==> src/rtl/data_mem_arbiter.sv <==
// data_mem_arbiter: shares one asynchronous-read data memory between the CPU
// load/store path and a DMA/loader requester. Each access takes a fixed
// IDLE -> ACC -> DONE sequence. The CPU has priority, and a starvation counter
// ensures the DMA requester still makes progress under constant contention.
module data_mem_arbiter #(
    parameter int ADDR_WIDTH   = 32,
    parameter int DATA_WIDTH   = 32,
    parameter int STARVE_LIMIT = 4
) (
    input  logic                  clk,
    input  logic                  reset,
    input  logic                  cpu_req,
    input  logic                  cpu_we,
    input  logic [ADDR_WIDTH-1:0] cpu_addr,
    input  logic [DATA_WIDTH-1:0] cpu_wdata,
    output logic [DATA_WIDTH-1:0] cpu_rdata,
    output logic                  cpu_ack,
    output logic                  cpu_stall,
    input  logic                  dma_req,
    input  logic                  dma_we,
    input  logic [ADDR_WIDTH-1:0] dma_addr,
    input  logic [DATA_WIDTH-1:0] dma_wdata,
    output logic [DATA_WIDTH-1:0] dma_rdata,
    output logic                  dma_ack,
    output logic [ADDR_WIDTH-1:0] mem_addr,
    output logic [DATA_WIDTH-1:0] mem_wdata,
    output logic                  mem_we,
    output logic                  mem_re,
    input  logic [DATA_WIDTH-1:0] mem_rdata,
    output logic                  grant_dma
);

    localparam int CNT_W = $clog2(STARVE_LIMIT + 1);
    localparam logic [CNT_W-1:0] CNT_MAX = CNT_W'(STARVE_LIMIT);

    typedef enum logic [1:0] {
        S_IDLE = 2'd0,
        S_ACC  = 2'd1,
        S_DONE = 2'd2
    } state_t;

    state_t                r_state;
    state_t                w_state_next;
    logic                  r_cmd_we;
    logic [ADDR_WIDTH-1:0] r_cmd_addr;
    logic [DATA_WIDTH-1:0] r_cmd_wdata;
    logic                  r_owner_dma;
    logic [CNT_W-1:0]      r_starve_cnt;
    logic [DATA_WIDTH-1:0] r_cpu_rdata;
    logic [DATA_WIDTH-1:0] r_dma_rdata;

    logic w_grant;
    logic w_pick_dma;
    logic w_mem_we;
    logic w_mem_re;
    logic w_cpu_ack;
    logic w_dma_ack;

    // A grant happens only in IDLE; DMA wins when alone or when the CPU has
    // already been favoured STARVE_LIMIT times in a row while DMA waited.
    assign w_grant    = (r_state == S_IDLE) && (cpu_req || dma_req);
    assign w_pick_dma = dma_req && (!cpu_req || (r_starve_cnt == CNT_MAX));

    // State register; reset drops straight to IDLE so an in-flight write is cut.
    always_ff @(posedge clk or posedge reset) begin
        if (reset) begin
            r_state <= S_IDLE;
        end else begin
            r_state <= w_state_next;
        end
    end

    // Next-state and strobe/ack decode; strobes exist only in ACC, acks only in DONE.
    always_comb begin
        w_state_next = r_state;
        w_mem_we     = 1'b0;
        w_mem_re     = 1'b0;
        w_cpu_ack    = 1'b0;
        w_dma_ack    = 1'b0;
        case (r_state)
            S_IDLE: begin
                if (cpu_req || dma_req) begin
                    w_state_next = S_ACC;
                end
            end
            S_ACC: begin
                w_mem_we     = r_cmd_we;
                w_mem_re     = !r_cmd_we;
                w_state_next = S_DONE;
            end
            S_DONE: begin
                w_cpu_ack    = !r_owner_dma;
                w_dma_ack    = r_owner_dma;
                w_state_next = S_IDLE;
            end
            default: begin
                w_state_next = S_IDLE;
            end
        endcase
    end

    // Command registers capture the winner's request in the grant cycle only,
    // so later changes on the requester's bus are ignored.
    always_ff @(posedge clk or posedge reset) begin
        if (reset) begin
            r_cmd_we    <= 1'b0;
            r_cmd_addr  <= '0;
            r_cmd_wdata <= '0;
            r_owner_dma <= 1'b0;
        end else if (w_grant) begin
            r_owner_dma <= w_pick_dma;
            if (w_pick_dma) begin
                r_cmd_we    <= dma_we;
                r_cmd_addr  <= dma_addr;
                r_cmd_wdata <= dma_wdata;
            end else begin
                r_cmd_we    <= cpu_we;
                r_cmd_addr  <= cpu_addr;
                r_cmd_wdata <= cpu_wdata;
            end
        end
    end

    // Starvation counter: counts CPU wins over a waiting DMA, saturating;
    // any DMA grant or any cycle without a DMA request clears it.
    always_ff @(posedge clk or posedge reset) begin
        if (reset) begin
            r_starve_cnt <= '0;
        end else if (!dma_req) begin
            r_starve_cnt <= '0;
        end else if (w_grant) begin
            if (w_pick_dma) begin
                r_starve_cnt <= '0;
            end else if (r_starve_cnt != CNT_MAX) begin
                r_starve_cnt <= r_starve_cnt + CNT_W'(1);
            end
        end
    end

    // Read data lands in the owner's register at the end of a read ACC cycle;
    // the other requester's register and all writes leave it untouched.
    always_ff @(posedge clk or posedge reset) begin
        if (reset) begin
            r_cpu_rdata <= '0;
            r_dma_rdata <= '0;
        end else if ((r_state == S_ACC) && !r_cmd_we) begin
            if (r_owner_dma) begin
                r_dma_rdata <= mem_rdata;
            end else begin
                r_cpu_rdata <= mem_rdata;
            end
        end
    end

    assign mem_addr  = r_cmd_addr;
    assign mem_wdata = r_cmd_wdata;
    assign mem_we    = w_mem_we;
    assign mem_re    = w_mem_re;
    assign cpu_ack   = w_cpu_ack;
    assign dma_ack   = w_dma_ack;
    assign cpu_rdata = r_cpu_rdata;
    assign dma_rdata = r_dma_rdata;
    assign grant_dma = r_owner_dma;
    // Stall is purely a function of the request and ack, independent of reset.
    assign cpu_stall = cpu_req && !w_cpu_ack;

endmodule

==> config.mk <==
export PLATFORM = sky130hd
export DESIGN_NAME = data_mem_arbiter
export DESIGN_NICKNAME = d
export VERILOG_FILES = /design/src/rtl/data_mem_arbiter.sv
export SDC_FILE = /design/constraint.sdc
export NUM_CORES = 1
export LEC_CHECK = 0
export ABC_CLOCK_PERIOD_IN_PS = 12100
export CAP_MARGIN = 20
export CORE_MARGIN = 2
export CORE_UTILIZATION = 46
export CTS_BUF_LIST = sky130_fd_sc_hd__clkbuf_8
export CTS_CLUSTER_DIAMETER = 60
export DETAILED_ROUTE_END_ITERATION = 12
export HOLD_SLACK_MARGIN = 0.12
export PLACE_DENSITY = 0.87
export RECOVER_POWER = 25
export SLEW_MARGIN = 40
export SYNTH_ARGS = -nofsm -noshare
export SYNTH_HDL_FRONTEND = slang
export SYNTH_SLANG_ARGS = --single-unit
==> constraint.sdc <==
create_clock -name clk -period 12.1 [get_ports clk]
set_input_delay 1.815 -clock clk [delete_from_list [all_inputs] [get_ports clk]]
set_output_delay 1.815 -clock clk [all_outputs]
set_load 0.01 [all_outputs]
**Word level (Yosys, flattened, before mapping)**

Cells that the tools add are included.

- Register bits: 135
- Bits in latches: 0
- RAM bits: 0
- Memory bits (read-only): 0
- Logic and storage cells: 44
- Memories: 0

- Add/sub/neg operators: 1
- $mul: 0
- Div/mod/pow operators: 0
- $lt $le $gt $ge: 0
- Eq/ne operators: 7
- Shifts and indexed selects: 0
- Mux-type cells: 13
- Bitwise gates (word level): 1
- Reductions and logical operators: 14

Operators by type and width:

| operator | number |
|---|---|
| $mux W32 | 2 |
| $mux W3 | 4 |
| $reduce_and A2 Y1 | 3 |
| $mux W1 | 5 |
| $logic_and A1 B1 Y1 | 4 |
| $logic_not A1 Y1 | 4 |
| $ne A2 B1 Y1 const B | 2 |
| $pmux W2 S2 | 1 |
| $add A3 B1 Y3 const B | 1 |
| $eq A3 B3 Y1 const B | 1 |
| $ne A3 B1 Y1 const B | 1 |
| $ne A3 B3 Y1 const B | 1 |
| $eq A2 B1 Y1 const B | 1 |
| $eq A2 B2 Y1 const B | 1 |
| $logic_not A2 Y1 | 1 |
| $logic_or A1 B1 Y1 | 2 |
| $mux W2 | 1 |
| $not A1 Y1 | 1 |

**Longest topological paths before layout**

- Depth in word-level cells: 6
- Gate-level depth with buffers: 7
- Depth with buffers taken out: 5

**Least setup slack after synthesis**

Ideal clock, no wire load.

- Path kind: input to output
- Start point: in cpu_req
- End point: out cpu_stall
- Data arrival time: 2.012 ns
- Required time: 10.285 ns
- Path slack: 8.273 ns
- Stages on the path: 1
- Path buffers: 0
- Cells stage by stage: nor2b_1

- Cells in the longest elaborated chain, start to end: 1

Ends and longest elaborated chain:

| what | line | text |
|---|---|---|
| start, declared | 12 | `input logic cpu_req,` |
| $logic_and A1 B1 Y1 | 165 | `assign cpu_stall = cpu_req && !w_cpu_ack;` |
| end, declared | 18 | `output logic cpu_stall,` |

Every way passes these cells.

**Final worst setup path**

Ends and elaborated chain as after synthesis.

==> key figures <==
CTS
  – Resized Gates After CTS: 0
  – Clk_lat worst skew: 440 ps
  – Clock tree from TritonCTS: yes
  – Postcts setup bufs: 0
  – Cell chosen for the clock root: sky130_fd_sc_hd__clkbuf_8
  – Hold Buf Count CTS: 0
  – Register clock-pin slew on the reported worst setup and hold paths: 80 ps
  – Num CTS Buffers: 17
  – Clock sink count: 135
  – CTS H-tree depth: 4
  – Buffer levels on the longest clock path: 2

Power and ir drop
  – Portion of total power attributed to sequential cells: 33.5%
  – Cell-internal power: 1.56 mW
  – Power density of the placed cells: 248 nW/um^2
  – Static power due to leakage: 3.80 nW
  – P_sw: 0.848 mW
  – Power after layout: 2.41 mW
  – Switching Fraction: 35.2%
  – VDD IR-drop max: 0.138 mV
  – Power share of the clock group: 17.4%
  – Part of the power in combinational logic: 49.2%

Synth
  – Most area-hungry cell type in the Yosys netlist: sky130_fd_sc_hd__dfrtp_1
  – Top cells by area in the synthesized netlist: sky130_fd_sc_hd__dfrtp_1 (52%), sky130_fd_sc_hd__mux2_4 (14%), sky130_fd_sc_hd__o211ai_1 (7.5%)
  – Sequential fraction of the synthesis area: 51.8%
  – Most used flip-flop cell after synthesis: sky130_fd_sc_hd__dfrtp_1
  – Average footprint of a synthesized cell: 11.7 sq um
  – Post-synthesis cell type count: 32
  – Cell count after synthesis: 557
  – Area share of the leading cell type in the synthesized netlist: 51.8%
  – Synthesized net count: 725
  – Synthesis warning total: 0
  – Total standard cell area after synthesis: 6520 sq um
  – Number of flip-flops and latches in the synthesized netlist: 135
  – Share of flip-flops with an asynchronous set or reset after synthesis: 100%
  – Number of flops mapped to enable cells by yosys: 0

Drt
  – Vias per inst: 5.84
  – Number of vias in the routed layout: 5888
  – Number of DRC markers in iteration 0: 504
  – Antenna Nets Post-Route: 0
  – WL/cell: 20.2 um
  – Drt pass-1 iters: 5
  – Routed wire length: 20300 um
  – DR DRC count: 0

Timing
  – Final worst setup slack: 7120 ps
  – Endpoints failing hold: 0
  – Fmax: 0.201 GHz
  – Setup tns final: 0 ps
  – Min Clock Period, post-route: 4980 ps
  – Max-slew violation count: 60
  – Setup violation total in the final timing report: 0
  – Unrepaired setup endpoints after global routing: no
  – Worst-case clock skew: 11.0 ps
  – Worst slew margin relative to its limit: -82.3%
  – Tightest Pin Transition: 2720 ps
  – Tcrit/Tclk final: 41.2%

Global routing
  – Total global-route track usage: 26.7%
  – Via count of the first global-routing pass: 5977
  – Largest net degree at the start of global routing: 112
  – Antenna violations before repair: 0
  – Global-route wire length before repair: 31300 um
  – GRT overflow: 0

Worst setup path
  – Critical path endpoint category: output port
  – Required time worst endpoint: 10280 ps
  – Critical path data arrival time: 3170 ps
  – Maximum fanout count along the critical path: 6
  – Startpoint of the most critical register-to-register path: r_state[0]$_DFFE_PP0P_
  – Classification of the worst setup path: in -> out
  – Source of the critical timing path: cpu_req
  – Kind of start point of the critical path: input port

Final layout
  – Number of inserted filler cells in the final layout: 984
  – Most frequent cells in the layout: sky130_fd_sc_hd__clkdlybuf4s50_1 (265), sky130_fd_sc_hd__dfrtp_1 (135), sky130_fd_sc_hd__o21ai_0 (66)
  – Non-filler instance count after layout: 1008
  – Fraction of the core area covered by cells at the end of the flow: 70.0%
  – Antenna cells: 0
  – Commonest non-fill, non-tap cell in the layout: sky130_fd_sc_hd__clkdlybuf4s50_1
  – Area delta synth->final: 49.1%
  – Number of nets at the end of the flow: 983
  – Proportion of layout cells with a drive suffix above 1: 10.3%
  – Storage element area: 3380 sq um
  – Area of combinational cells with multiple inputs: 2610 sq um

Floorplanning
  – Area of the die: 15100 sq um
  – Num ports: 300
  – Width of the die: 123 um
  – Core Region: 13900 sq um
  – Height of the die: 123 um
  – Starting Density: 47.0%
  – Cell Rows: 43

Placed design
  – Count of input and output buffers: 299
  – Final HPWL DP: 13700 um
  – DP Cell Count: 976
  – Worst slack at placement: 7120 ps
  – Routability Congestion: 0.818

Run
  – Count of max-cap constraint violations: 1

Run status
  – Outcome: complete, but fails checks
  – Failing checks: max-capacitance violations, max-slew violations

Min path
  – Worst hold path class: reg -> reg
  – Hold path startpoint: dma_rdata[2]$_DFFE_PP0P_
-- per-layer routing --
layer | global-route usage [%] | routed length (um) | vias up
met5 | 0 | 0 | -
met4 | 9.52 | 521 | 0
met3 | 8.49 | 1980 | 47
met2 | 44.1 | 10200 | 333
met1 | 33.1 | 7580 | 2895
li1 | - | - | 2613
-- path summary, 6_finish.rpt --
path                                             end  depth (start not counted)  slack (ps)
setup / recovery                           cpu_stall                          3        7120
hold / removal              dma_rdata[2]$_DFFE_PP0P_                          1         490
setup reg to reg            mem_addr[24]$_DFFE_PP0P_                          4       10000
hold reg to reg             dma_rdata[2]$_DFFE_PP0P_                          1         490
max in group asynchronous  cpu_rdata[10]$_DFFE_PP0P_                          3        7920
min in group asynchronous  cpu_rdata[31]$_DFFE_PP0P_                          2        2590
-- critical path: stages --
cell	delay [ps]
sky130_fd_sc_hd__clkdlybuf4s50_1	600
sky130_fd_sc_hd__nor2b_1	180
sky130_fd_sc_hd__clkdlybuf4s50_1	580
-- synthesized netlist by cell type (3+ instances only) --
library cell / count
sky130_fd_sc_hd__buf_2: 9
sky130_fd_sc_hd__clkbuf_1: 39
sky130_fd_sc_hd__dfrtp_1: 135
sky130_fd_sc_hd__buf_6: 8
sky130_fd_sc_hd__nand3_1: 65
sky130_fd_sc_hd__mux2_2: 5
sky130_fd_sc_hd__nand4_1: 65
sky130_fd_sc_hd__o21ai_0: 66
sky130_fd_sc_hd__buf_4: 3
sky130_fd_sc_hd__o211ai_1: 65
sky130_fd_sc_hd__inv_1: 4
sky130_fd_sc_hd__buf_12: 6
sky130_fd_sc_hd__mux2_4: 60
-- cell families (layout without fill, tap and decap cells) --
family                   Yosys count  after routing  synth area share [%]
buffers and inverters             70            341                  6.79
flip-flops                       135            135                  51.8
AO/OA/AOI/OAI                    135            135                  13.1
adder cells (fa/ha/maj)            2              2                 0.384
AND/OR/NAND/NOR                  150            150                  13.3
multiplexers                      65             65                  14.7
-- sequential cells by signal, indices dropped and copies added, names as in the netlist --
signal / flops
cpu_rdata: 32
dma_rdata: 32
grant_dma: 1
mem_addr: 32
mem_wdata: 32
r_cmd_we: 1
r_starve_cnt: 3
r_state: 2
-- power groups by stage --
stage	clock network, mW	logic, mW	registers, mW
finish	0.419	1.19	0.807
global placement	0	1.20	0.794
CTS	0.426	1.25	0.809
global route	0.448	1.27	0.832
floorplan	0	0.555	0.894
detailed placement	0	1.24	0.813
-- area by class of cell --
cell class | count | share of cell area (%)
Clock buffer | 18 | 2.55
Inverter | 4 | 0.167
Sequential cell | 135 | 34.8
Tap cell | 180 | 2.32
Timing Repair Buffer | 305 | 31.3
Clock inverter | 14 | 2.05
Multi-Input combinational cell | 352 | 26.9
-- per-stage QoR --
stage                     area (sq um)  hold slack (ps)
after global routing              9720              519
after global placement            9370              490
after floorplan                   6520              507
final                             9720              489
after CTS                         9830              512
after detailed placement          9380              494
(Power assumes the default switching activity.)
